**config.mk**
```make
export PLATFORM = sky130hd
export DESIGN_NAME = ts_pkt_sync
export DESIGN_NICKNAME = d
export VERILOG_FILES = /design/src/rtl/ts_pkt_sync.sv
export SDC_FILE = /design/constraint.sdc
export NUM_CORES = 1
export LEC_CHECK = 0
export ABC_AREA = 1
export CAP_MARGIN = 0
export CORE_MARGIN = 1
export CORE_UTILIZATION = 50
export DETAILED_ROUTE_END_ITERATION = 7
export GPL_ROUTABILITY_DRIVEN = 0
export PLACE_DENSITY = 0.7
export SYNTH_ARGS = -nofsm -noshare
export SYNTH_HDL_FRONTEND = slang
export SYNTH_SLANG_ARGS = --single-unit
```
**constraint.sdc**
```tcl
create_clock -name clk -period 3.7 [get_ports clk]
set_input_delay 0.37 -clock clk [delete_from_list [all_inputs] [get_ports clk]]
set_output_delay 0.37 -clock clk [all_outputs]
set_load 0.05 [all_outputs]
```
**src/rtl/ts_pkt_sync.sv**
```systemverilog
// Per-stream TS read loop and 0x47 sync hunter: credit-paced reads into a skid FIFO, aligned 188-byte packets out.
// Latency: FIFO byte to pkt_valid 1 cycle; pkt_rdy low freezes the output register and FIFO pops, and a full FIFO stops ts_en_rd.

module ts_fifo #(
    parameter int W     = 8,
    parameter int DEPTH = 8
) (
    input  logic                         clk,
    input  logic                         rst,
    input  logic                         push,
    input  logic [W-1:0]                 din,
    input  logic                         pop,
    output logic [W-1:0]                 dout,
    output logic                         empty,
    output logic [$clog2(DEPTH+1)-1:0]   count
);
    localparam int AW = $clog2(DEPTH);
    localparam int CW = $clog2(DEPTH+1);

    logic [W-1:0]  mem_q [DEPTH];
    logic [AW-1:0] wr_q, wr_d, rd_q, rd_d;
    logic [CW-1:0] cnt_q, cnt_d;

    always_comb begin
        wr_d  = push ? wr_q + AW'(1) : wr_q;
        rd_d  = pop  ? rd_q + AW'(1) : rd_q;
        cnt_d = cnt_q;
        if (push && !pop)      cnt_d = cnt_q + CW'(1);
        else if (!push && pop) cnt_d = cnt_q - CW'(1);
    end

    always_ff @(posedge clk or posedge rst) begin
        if (rst) begin
            wr_q  <= '0;
            rd_q  <= '0;
            cnt_q <= '0;
        end else begin
            wr_q  <= wr_d;
            rd_q  <= rd_d;
            cnt_q <= cnt_d;
        end
    end

    always_ff @(posedge clk) begin
        if (push) mem_q[wr_q] <= din;
    end

    assign dout  = mem_q[rd_q];
    assign empty = (cnt_q == '0);
    assign count = cnt_q;
endmodule

module ts_pkt_sync #(
    parameter int FIFO_DEPTH = 8,
    parameter int LOCK_N     = 3,
    parameter int UNLOCK_N   = 3
) (
    input  logic        clk,
    input  logic        reset,
    input  logic [16:0] frm_len,
    input  logic        ts_int,
    input  logic        ts_overflow,
    output logic        ts_en_rd,
    input  logic        ts_en_out,
    input  logic [7:0]  ts_dout,
    input  logic        pkt_rdy,
    output logic        pkt_valid,
    output logic [7:0]  pkt_data,
    output logic        pkt_sop,
    output logic        pkt_eop,
    output logic        pkt_err,
    output logic        lock,
    output logic        int_lost,
    output logic [15:0] pkt_cnt
);
    localparam int CW = $clog2(FIFO_DEPTH+1);
    localparam logic [CW:0] DEPTH_C  = FIFO_DEPTH[CW:0];
    localparam logic [3:0]  LOCK_C   = LOCK_N[3:0];
    localparam logic [3:0]  UNLOCK_C = UNLOCK_N[3:0];

    typedef enum logic [1:0] {ST_HUNT, ST_VERIFY, ST_LOCKED} st_e;

    logic [1:0]    pend_q, pend_d;
    logic          int_lost_q, int_lost_d;
    logic          active_q, active_d;
    logic [16:0]   rem_q, rem_d;
    logic [CW-1:0] infl_q, infl_d;
    logic          ovf_q, ovf_d;
    st_e           st_q, st_d;
    logic [7:0]    bidx_q, bidx_d;
    logic [3:0]    good_q, good_d, bad_q, bad_d;
    logic          leave_q, leave_d, open_q, open_d, term_q, term_d;
    logic          vld_q, vld_d, sop_q, sop_d, eop_q, eop_d, err_q, err_d, lock_q, lock_d;
    logic [7:0]    dat_q, dat_d;
    logic [15:0]   cnt_q, cnt_d;

    logic          start, rd_en, ret, int_inc, ovf_rise, pop, is_sync;
    logic          fwd, f_sop, f_eop, f_err;
    logic [CW:0]   credit_sum;
    logic [7:0]    next_bidx;
    logic [7:0]    fifo_dout;
    logic          fifo_empty;
    logic [CW-1:0] fifo_cnt;

    ts_fifo #(.W(8), .DEPTH(FIFO_DEPTH)) u_fifo (
        .clk   (clk),
        .rst   (reset),
        .push  (ret),
        .din   (ts_dout),
        .pop   (pop),
        .dout  (fifo_dout),
        .empty (fifo_empty),
        .count (fifo_cnt)
    );

    always_comb begin
        start      = !active_q && (pend_q != 2'd0);
        credit_sum = {1'b0, fifo_cnt} + {1'b0, infl_q};
        rd_en      = active_q && (rem_q != '0) && (credit_sum < DEPTH_C);
        // Returns outside a session (e.g. stale bytes after reset) are dropped.
        ret        = ts_en_out && active_q && (infl_q != '0);
        int_inc    = ts_int && (frm_len != '0);

        pend_d     = pend_q;
        int_lost_d = int_lost_q;
        if (int_inc && !start) begin
            if (pend_q == 2'd3) int_lost_d = 1'b1;
            else                pend_d     = pend_q + 2'd1;
        end else if (!int_inc && start) begin
            pend_d = pend_q - 2'd1;
        end

        active_d = active_q;
        rem_d    = rem_q;
        if (start) begin
            active_d = 1'b1;
            rem_d    = frm_len;
        end else begin
            if (rd_en) rem_d = rem_q - 17'd1;
            if (rem_q == '0 && infl_q == '0) active_d = 1'b0;
        end

        infl_d = infl_q;
        if (rd_en && !ret)      infl_d = infl_q + CW'(1);
        else if (!rd_en && ret) infl_d = infl_q - CW'(1);

        vld_d = vld_q; dat_d = dat_q; sop_d = sop_q; eop_d = eop_q; err_d = err_q;
        cnt_d = cnt_q;
        if (vld_q && pkt_rdy) begin
            if (eop_q) cnt_d = cnt_q + 16'd1;
            vld_d = 1'b0; sop_d = 1'b0; eop_d = 1'b0; err_d = 1'b0;
        end

        ovf_d     = ts_overflow;
        ovf_rise  = ts_overflow && !ovf_q;
        pop       = !fifo_empty && (!vld_q || pkt_rdy) && !ovf_rise;
        is_sync   = (fifo_dout == 8'h47);
        next_bidx = (bidx_q == 8'd187) ? 8'd0 : bidx_q + 8'd1;

        st_d = st_q; bidx_d = bidx_q; good_d = good_q; bad_d = bad_q;
        leave_d = leave_q; open_d = open_q; term_d = term_q;
        fwd = 1'b0; f_sop = 1'b0; f_eop = 1'b0; f_err = 1'b0;

        if (ovf_rise) begin
            st_d = ST_HUNT; bidx_d = '0; good_d = '0; bad_d = '0;
            leave_d = 1'b0; open_d = 1'b0;
            term_d  = open_q;
        end else if (pop) begin
            if (term_q) begin
                // Close the packet cut short by the overflow with the next byte.
                fwd = 1'b1; f_eop = 1'b1; term_d = 1'b0;
            end else begin
                case (st_q)
                    ST_HUNT: begin
                        if (is_sync) begin
                            bidx_d = 8'd1; good_d = 4'd1; st_d = ST_VERIFY;
                        end
                    end
                    ST_VERIFY: begin
                        if (bidx_q == 8'd0) begin
                            if (is_sync) begin
                                good_d = good_q + 4'd1;
                                bidx_d = 8'd1;
                                if (good_q + 4'd1 >= LOCK_C) begin
                                    st_d = ST_LOCKED; bad_d = '0; leave_d = 1'b0;
                                    fwd = 1'b1; f_sop = 1'b1; open_d = 1'b1;
                                end
                            end else begin
                                st_d = ST_HUNT;
                            end
                        end else begin
                            bidx_d = next_bidx;
                        end
                    end
                    ST_LOCKED: begin
                        fwd    = 1'b1;
                        f_sop  = (bidx_q == 8'd0);
                        f_eop  = (bidx_q == 8'd187);
                        f_err  = (bidx_q == 8'd0) && !is_sync;
                        open_d = (bidx_q != 8'd187);
                        bidx_d = next_bidx;
                        if (bidx_q == 8'd0) begin
                            bad_d   = is_sync ? 4'd0 : bad_q + 4'd1;
                            leave_d = !is_sync && (bad_q + 4'd1 >= UNLOCK_C);
                        end
                        if (bidx_q == 8'd187 && leave_q) begin
                            st_d = ST_HUNT; leave_d = 1'b0;
                        end
                    end
                    default: st_d = ST_HUNT;
                endcase
            end
        end

        if (fwd) begin
            vld_d = 1'b1; dat_d = fifo_dout; sop_d = f_sop; eop_d = f_eop; err_d = f_err;
        end
        lock_d = (st_d == ST_LOCKED);
    end

    always_ff @(posedge clk or posedge reset) begin
        if (reset) begin
            pend_q <= '0; int_lost_q <= 1'b0; active_q <= 1'b0; rem_q <= '0; infl_q <= '0;
            ovf_q <= 1'b0; st_q <= ST_HUNT; bidx_q <= '0; good_q <= '0; bad_q <= '0;
            leave_q <= 1'b0; open_q <= 1'b0; term_q <= 1'b0;
            vld_q <= 1'b0; dat_q <= '0; sop_q <= 1'b0; eop_q <= 1'b0; err_q <= 1'b0;
            lock_q <= 1'b0; cnt_q <= '0;
        end else begin
            pend_q <= pend_d; int_lost_q <= int_lost_d; active_q <= active_d;
            rem_q <= rem_d; infl_q <= infl_d;
            ovf_q <= ovf_d; st_q <= st_d; bidx_q <= bidx_d; good_q <= good_d; bad_q <= bad_d;
            leave_q <= leave_d; open_q <= open_d; term_q <= term_d;
            vld_q <= vld_d; dat_q <= dat_d; sop_q <= sop_d; eop_q <= eop_d; err_q <= err_d;
            lock_q <= lock_d; cnt_q <= cnt_d;
        end
    end

    assign ts_en_rd  = rd_en;
    assign pkt_valid = vld_q;
    assign pkt_data  = dat_q;
    assign pkt_sop   = sop_q;
    assign pkt_eop   = eop_q;
    assign pkt_err   = err_q;
    assign lock      = lock_q;
    assign int_lost  = int_lost_q;
    assign pkt_cnt   = cnt_q;
endmodule
```
== Word level (Yosys, flattened, before mapping) ==
Memories as Yosys holds them, arrays and structs flattened.
Index checks and enable logic that the tools add are counted.
Word-level totals
  flip-flop bits (word level): 86
  RAM bits: 64
  input port bits: 31
  output and inout bits: 31
  word-level logic and storage cells: 202
  memories: 1
Memories
  u_fifo.mem_q: depth 8, width 8, rd ports 1, clocked after memory_dff 0, wr ports 1, line 20  | logic [W-1:0] mem_q [DEPTH];
Operators by class
  add/sub/neg operators: 14
  magnitude comparators: 3
  equality and inequality tests: 15
  multiplexer cells: 87
  reductions and logical operators: 59
Operators with widths (count)
  two-way mux 4 bit: 18
  two-way mux 8 bit: 6
  two-way mux 1 bit: 42
  two-way mux 17 bit: 2
  nonzero test 17 bit: 2
  case mux 8 bit (3 select lines): 1
  two-way mux 2 bit: 11
  logical AND 1 bit: 20
  logical NOT 17 bit: 1
  subtractor 17 x 1 -> 17 bit, second input constant: 1
  adder 16 x 1 -> 16 bit, second input constant: 1
  adder 4 x 1 -> 4 bit, second input constant: 4
  case mux 4 bit (2 select lines): 2
  nonzero test 2 bit: 8
  inequality test 3 bit, second input constant: 5
  AND reduction 7 bit: 2
  AND reduction 6 bit: 2
  logical NOT 1 bit: 11
  adder 8 x 1 -> 8 bit, second input constant: 1
  == test 8 x 7 -> 1 bit, second input constant: 1
  == test 8 bit, second input constant: 1
  >= comparator 4 x 2 -> 1 bit, second input constant: 2
  logical NOT 4 bit: 2
  logical NOT 8 bit: 1
  20 further kinds: 31

== Logic depth before layout (Yosys ltp) ==
Gate-level depths: netlist (run 1).
  word-level depth: 10
  gate-level depth with buffers: 18
  mapped depth without buffers: 16

== Hierarchy ==
Synthesis (run 1) repeated with hierarchy kept, for this count alone.
Second synthesis, totals
  cell total of the unflattened synthesis: 932
  area, all modules: 7885.1 um2
By module, submodules not included
  ts_pkt_sync: instances 1, cells each 584, area each 4544.4 um2
  ts_fifo: instances 1, cells each 348, area each 3340.7 um2

== Worst setup path after synthesis (run 1) ==
Ideal clock, no wire load.
  path type: reg2reg
  start point: register infl_q[1]
  end point: register infl_q[3]
  setup time: 0.123 ns
  arrival time: 3.018 ns
  data required time: 3.577 ns
  path slack: 0.559 ns
  stages on the path, launching flop included: 18
  buffers on the path: 1
  cell sequence: dfrtp_1 > ha_1 > nand3_1 > nand2_1 > nand2_1 > and3_1 > nand2_1 > inv_1 > clkbuf_1 > ha_1 > inv_1 > ha_1 > a21o_1 > a21oi_1 > nor2_1 > nor2_1 > nand2_1 > xnor2_1
On the way
  cells in the longest elaborated chain, start to end: 6
  elaborated cells between the ends (all ways): 14
RTL lines
  start, declared: line 87  | logic [CW-1:0] infl_q, infl_d;
  start signal, assigned: line 230  | rem_q <= rem_d; infl_q <= infl_d;
  adder 4 x 4 -> 5 bit (*): line 118  | credit_sum = {1'b0, fifo_cnt} + {1'b0, infl_q};
  less-than comparator 5 x 4 -> 1 bit (*): line 119  | rd_en = active_q && (rem_q != '0) && (credit_sum < DEPTH_C);
  logical AND 1 bit (*): line 119
  net ts_en_rd: line 63  | output logic ts_en_rd,
  logical NOT 1 bit: line 145  | else if (!rd_en && ret) infl_d = infl_q - CW'(1);
  logical AND 1 bit: line 145
  nonzero test 2 bit (no source line)
Mark *: on every way through the listed nets, which the timed path passes. The rest lies on a longest branch. The select of a mux whose other input is x is not followed.
A chain may end at the register's enable or synchronous reset.

== Final worst setup path (run 1) ==
  start point: register infl_q[1]
  end point: output ts_en_rd
On the way
  cells in the longest elaborated chain, start to end: 3
RTL lines (line)
  adder 4 x 4 -> 5 bit: 118
  less-than comparator 5 x 4 -> 1 bit: 119
  logical AND 1 bit: 119
  end, declared: 63
Every way passes these cells.

==> summary.txt, run 1 <==
Vias in the first global route: 5,593
Fin nets: 989
Total GRT Usage: 21.9%
Fin. max-slew vios: 0
Synth top area cells: dfrtp_1, edfxtp_1, nand2_1
First-pass GRT wire length: 27,200 microns
RSZ-0062 raised after global routing: false
Core region area: 15,100 sq um
# clock sinks: 150
Avg Inst Size Synth: 8.97 sq um
N_diodes: 0
Initial antenna violation count: 0
Most frequent cells in the layout: nand2_1, inv_1, dfrtp_1
Worst-Skew Late Latency: 0.43 ns
Static Leak: 4.15 nW
PnR worst setup slack: 0.307 ns
Routed WL per cell: 14.1 microns
Final setup TNS: 0 ns
Least-Margin Pin Slew: 0.917 ns
DRC Markers: 0
Total gr overflow: 0
Placed cell area: 8510 sq um
Die height: 126 microns
Drt first pass iters: 5
Port bufs: 61
Largest net degree at the start of global routing: 45
HPWL after DPL: 10,900 microns
P_int: 3.90 mW
Pre-CTS WS: 0.762 ns
Clock power frac: 25.9%
Worst endpoint required time: 3.33 ns
Fin area: 9080 sq um
Switching Share: 38.8%
Fraction of layout cells with a size suffix above 1: 7.41%
Fillers: 1,279
CP startpoint kind: flop
Clock-pin slew on the worst setup and hold paths: 0.06 ns
Initial DRC Count: 445
Antenna Nets Post-Route: 0
Synthesis-to-layout area growth: 17.3%
Cell taking the most area after synthesis: dfrtp_1
Peak supply drop: 382 uV
Main flop type after synthesis: dfrtp_1
Die ar.: 16,000 sq um
Yosys cell types: 47
Endpoints failing hold: 0
Setup Fix Bufs, Post-CTS: 0
Synth Net Count: 920
Ys async rst share: 57.3%
Outcome: finished clean
Ys Warns: 0
Reg power frac: 36.5%
Design Power: 6.38 mW
Post-CTS resize count: 0
Crit path kind: reg -> out
Htree depth: 4
Pwr Density: 702 nW/um^2
CTS tree: built
Cell Rows: 45
Share of the synthesized area in the top cell type: 27.8%
Setup crit end kind: output pin
Vias: 5,778
Hold crit path type: in -> async
Mapped Cells: 863
Boundary Pins: 62
Sequential cell area fraction in the yosys report: 52.7%
Mapped Area: 7740 sq um
Hold-fix buffers, CTS: 0
CP Max Fanout: 11
CTS Buf Count: 17
Final Skew: 0.00687 ns
CTS root buf: clkbuf_16
Post-synth EDFFs: 64
Worst hold margin: 0.378 ns
Relative slew margins: 38.7%
Clock Path Buffers: 2
Total Wirelength: 16,000 microns
Arrival time at the worst endpoint: 3.02 ns
Vias/cell: 5.10
Switching power: 2.48 mW
Die width: 126 microns
#FFs+latches synth: 150
Setup violators final: 0
Comb pwr share: 37.6%
# Max-Cap Violations: 0
Initial Util: 51.1%
Final min period: 3.39 ns
Highest Clock Rate: 295 MHz
Tcrit/Tclk final: 91.7%
Commonest non-fill, non-tap cell in the layout: nand2_1
[routing by layer]
layer	global-route usage [%]	share of wire, %	vias to the layer above
met1	29.3	48	2680
li1	-	-	2958
met5	0	0	-
met2	35.2	47	125
met4	6.87	1.2	0
met3	5.23	4.3	15
[state kept, by name, indices dropped and copies added, names as in the netlist, 2 cells and up]
name / cells
u_fifo.mem_q: 64
rem_q: 17
pkt_cnt: 16
bidx_q: 8
pkt_data: 8
bad_q: 4
good_q: 4
infl_q: 4
u_fifo.count: 4
u_fifo.rd_q: 3
u_fifo.wr_q: 3
pend_q: 2
st_q: 2
[logic make-up after synthesis]
group                      count (synthesis)  share of synthesized area [%]
xor gates and xnor gates                  37                           4.19
DFF                                      150                           52.7
adders and majority gates                 26                           4.40
muxes                                      3                          0.437
buffers and inverters                    147                           8.17
and+or+nand+nor                          412                           23.2
AOI/OAI and AO/OA                         88                           6.92
[per-stage QoR]
step | instances | utilization, %
finish | 1133 | 59.9
global route | 1133 | 59.9
CTS | 1133 | 59.9
detailed placement | 1101 | 56.2
global placement | 1101 | 56.2
floorplan | 863 | -
[path summary, 6_finish.rpt]
check / start / endpoint / slack, ns / cells after the start
setup / recovery: infl_q[1] / ts_en_rd / 0.31 / 9
hold / removal: reset / rem_q[0] / 0.38 / 2
setup reg to reg: u_fifo.count[1] / infl_q[3] / 0.73 / 16
hold reg to reg: pkt_cnt[15] / pkt_cnt[15] / 0.47 / 1
max in group asynchronous: reset / pkt_data[4] / 2.63 / 3
min in group clk: ts_overflow / ovf_q / 0.43 / 1
[critical path, stage by stage, from the launching register on]
cell,delay [ns]
dfrtp_1,0.43
ha_1,0.31
nand3_1,0.08
nand2_1,0.05
nand2_1,0.05
and3_1,0.15
nand2_1,0.23
inv_1,0.29
buf_4,0.20
clkdlybuf4s50_1,0.81
[cell usage after synthesis, types with 2 or more instances]
cell      number
nor2_1        58
nand2_2       12
mux2_2         3
inv_1        125
xor2_1        21
buf_4          2
o221ai_1       4
o21ai_2        5
buf_2          4
nor3_1        13
a21o_1         2
nor2_2         2
o22ai_1        8
nand3_1       78
a221oi_1       2
buf_6          8
xnor2_1       16
and3_1         2
a21oi_1       20
or2_2          3
edfxtp_1      64
nor4_1         8
nand2_1      218
clkbuf_1       5
fa_1           2
nand2_4        2
o21bai_1       2
dfrtp_1       86
ha_1          24
o21ai_0       32
nand4_1       10
o311ai_0       2
o211ai_1       6
[final cells by class]
| class | instances | area (sq um) | share of cell area [%] |
|---|---|---|---|
| sequential | 150 | 4070 | 44.9 |
| multi-input combinational | 566 | 3030 | 33.4 |
| timing repair buffer | 69 | 683 | 7.52 |
| inverter | 128 | 489 | 5.39 |
| clock buffer | 20 | 437 | 4.81 |
| tap | 188 | 235 | 2.59 |
| clock inverter | 12 | 129 | 1.42 |
[power groups by stage]
| stage | logic (mW) | registers [mW] | clock network [mW] |
|---|---|---|---|
| after floorplan | 1.72 | 2.44 | 0 |
| after global placement | 2.33 | 2.35 | 0 |
| after detailed placement | 2.38 | 2.35 | 0 |
| after CTS | 2.40 | 2.33 | 1.69 |
| after global routing | 2.71 | 2.37 | 1.76 |
| final | 2.40 | 2.33 | 1.65 |
(Power assumes the default switching activity.)
==> run 2: changes to the inputs <==
CAP_MARGIN = 20   (was 0)
GPL_TIMING_DRIVEN = 0   (was default)
==> run 2 against run 1 <==
Utilization rose by 0.97 points. Critical path depth did not move. Fmax fell by 2.2%. Via count increased by 2.4%.
==> summary.txt, run 2 (synthesis gave the netlist of run 1 again) <==
Outcome: finished clean
CP Max Fanout: 11 (unchanged)
Initial DRC Count: 488 (+9.7%)
Largest reg by FF count: u_fifo.mem_q
Commonest non-fill, non-tap cell in the layout: nand2_1
# Max-Cap Violations: 0 (unchanged)
Clock-pin slew on the worst setup and hold paths: 0.06 ns (about the same)
Placed cell area: 8610 sq um (+1.2%)
Vias in the first global route: 5,460 (-2.4%)
Worst reg2reg path depth: 17 (+1)
Fin area: 9230 sq um (+1.6%)
Synthesis-to-layout area growth: 19.2%
Vias/cell: 5.17 (+1.3%)
# clock sinks: 150 (unchanged)
Setup crit end kind: output pin
Pre-CTS WS: 0.278 ns (-0.484 ns)
R2R Path End: infl_q[3]
Final Skew: 0.00687 ns (+0.00000108 ns)
CTS Buf Count: 17 (unchanged)
Core region area: 15,100 sq um (unchanged)
Htree depth: 4 (unchanged)
Fraction of layout cells with a size suffix above 1: 8.05% (+0.64 points)
Arrival time at the worst endpoint: 3.10 ns (+0.08 ns)
Peak supply drop: 476 uV (+25%)
Die ar.: 16,000 sq um (unchanged)
Boundary Pins: 62 (unchanged)
Vias: 5,916 (+2.4%)
Worst Setup EP: ts_en_rd
Static Leak: 4.23 nW (+1.9%)
Worst-Skew Late Latency: 0.42 ns (about the same)
Hold crit path type: in -> async
Crit path kind: reg -> out
Endpoints failing hold: 0 (unchanged)
Clock Path Buffers: 2 (unchanged)
DRC Markers: 0 (unchanged)
Critical path launch point: infl_q[1]
Routed WL per cell: 14.2 microns (+0.41%)
Total Wirelength: 16,200 microns (+1.5%)
Initial antenna violation count: 0 (unchanged)
R2R Path Start: infl_q[1]
Pwr Density: 722 nW/um^2 (+2.8%)
Die width: 126 microns (unchanged)
Largest net degree at the start of global routing: 67 (+49%)
Antenna Nets Post-Route: 0 (unchanged)
CTS root buf: clkbuf_16
CTS tree: built
Highest Clock Rate: 288 MHz (-2.2%)
Setup violators final: 0 (unchanged)
Setup Fix Bufs, Post-CTS: 0 (unchanged)
Reg area: 4070 sq um (unchanged)
Die height: 126 microns (unchanged)
Fin. max-slew vios: 0 (unchanged)
Total GRT Usage: 22.2% (+0.33 points)
First-pass GRT wire length: 27,500 microns (+1.0%)
Least-Margin Pin Slew: 0.982 ns (+0.0654 ns)
Cell Rows: 45 (unchanged)
HPWL after DPL: 11,500 microns (+4.9%)
Final setup TNS: 0 ns (unchanged)
Worst hold margin: 0.256 ns (-0.122 ns)
Fin nets: 1,001 (+1.2%)
Total gr overflow: 0 (unchanged)
Worst endpoint required time: 3.33 ns (about the same)
CP startpoint kind: flop
PnR worst setup slack: 0.230 ns (-0.0771 ns)
Final min period: 3.47 ns (+0.0771 ns)
Drt first pass iters: 6 (+1)
R2r setup slk: 0.46 ns (-0.27 ns)
Post-CTS resize count: 0 (unchanged)
N_diodes: 0 (unchanged)
Port bufs: 61 (unchanged)
Fillers: 1,261 (-1.4%)
Initial Util: 51.1% (unchanged)
RSZ-0062 raised after global routing: false
Most frequent cells in the layout: nand2_1, inv_1, dfrtp_1
Hold-fix buffers, CTS: 0 (unchanged)
Multi-input logic area: 3030 sq um (unchanged)
Largest register FFs: 64 (unchanged)
Tcrit/Tclk final: 93.8% (+2.1 points)
Relative slew margins: 34.3% (-4.4 points)
[run 2: final cells by class]
class / count / share of cell area [%]
Buffer: 19 / 1.56
Clock buffer: 19 / 4.69
Clock inverter: 13 / 1.94
Sequential cell: 150 / 44.2
Multi-Input combinational cell: 566 / 32.9
Tap cell: 188 / 2.55
Timing Repair Buffer: 62 / 6.92
Inverter: 128 / 5.32
[run 2: per-stage QoR]
step / total power, mW / instances / util, %
after floorplan: 4.15 / 863 / -
after global placement: 4.81 / 1112 / 56.7
after detailed placement: 4.88 / 1113 / 56.9
after CTS: 6.70 / 1145 / 60.9
after global routing: 7.12 / 1145 / 60.9
final: 6.66 / 1145 / 60.9
[run 2: critical path: stages, from the launching register on]
cell,delay (ns)
dfrtp_1,0.46
ha_1,0.32
nand3_1,0.08
nand2_1,0.05
nand2_1,0.06
and3_1,0.14
nand2_1,0.06
inv_1,0.12
clkbuf_1,0.48
clkdlybuf4s50_1,0.91
[run 2: worst min-delay path by stage]
| stage | cells after the start | slack, ns | endpoint | from |
|---|---|---|---|---|
| 6_report | 2 | 0.26 | int_lost | reset |
| 4_1_cts | 2 | 0.25 | int_lost | reset |
| 5_1_grt | 2 | 0.27 | infl_q[2] | reset |
| 3_3_place_gp | 2 | 0.46 | pkt_data[1] | pkt_data[1] |
| 2_1_floorplan | 0 | 0.40 | ovf_q | ts_overflow |
| 3_5_place_dp | 1 | 0.46 | pkt_cnt[15] | pkt_cnt[15] |
[run 2: metal layers]
| layer | track usage, % | wire (microns) | vias to the layer above |
|---|---|---|---|
| met3 | 4.89 | 762 | 16 |
| met2 | 35.0 | 7600 | 137 |
| li1 | - | - | 2988 |
| met1 | 31.0 | 7670 | 2775 |
| met4 | 6.24 | 175 | 0 |
| met5 | 0 | 0 | - |
[run 2: report_power, final]
group          internal (mW)  leakage, nW  total [mW]  switching [mW]
Combinational          0.906         2.24        2.58            1.68
Clock                   1.13        0.303        1.80           0.670
Sequential              2.08         1.68        2.28           0.201
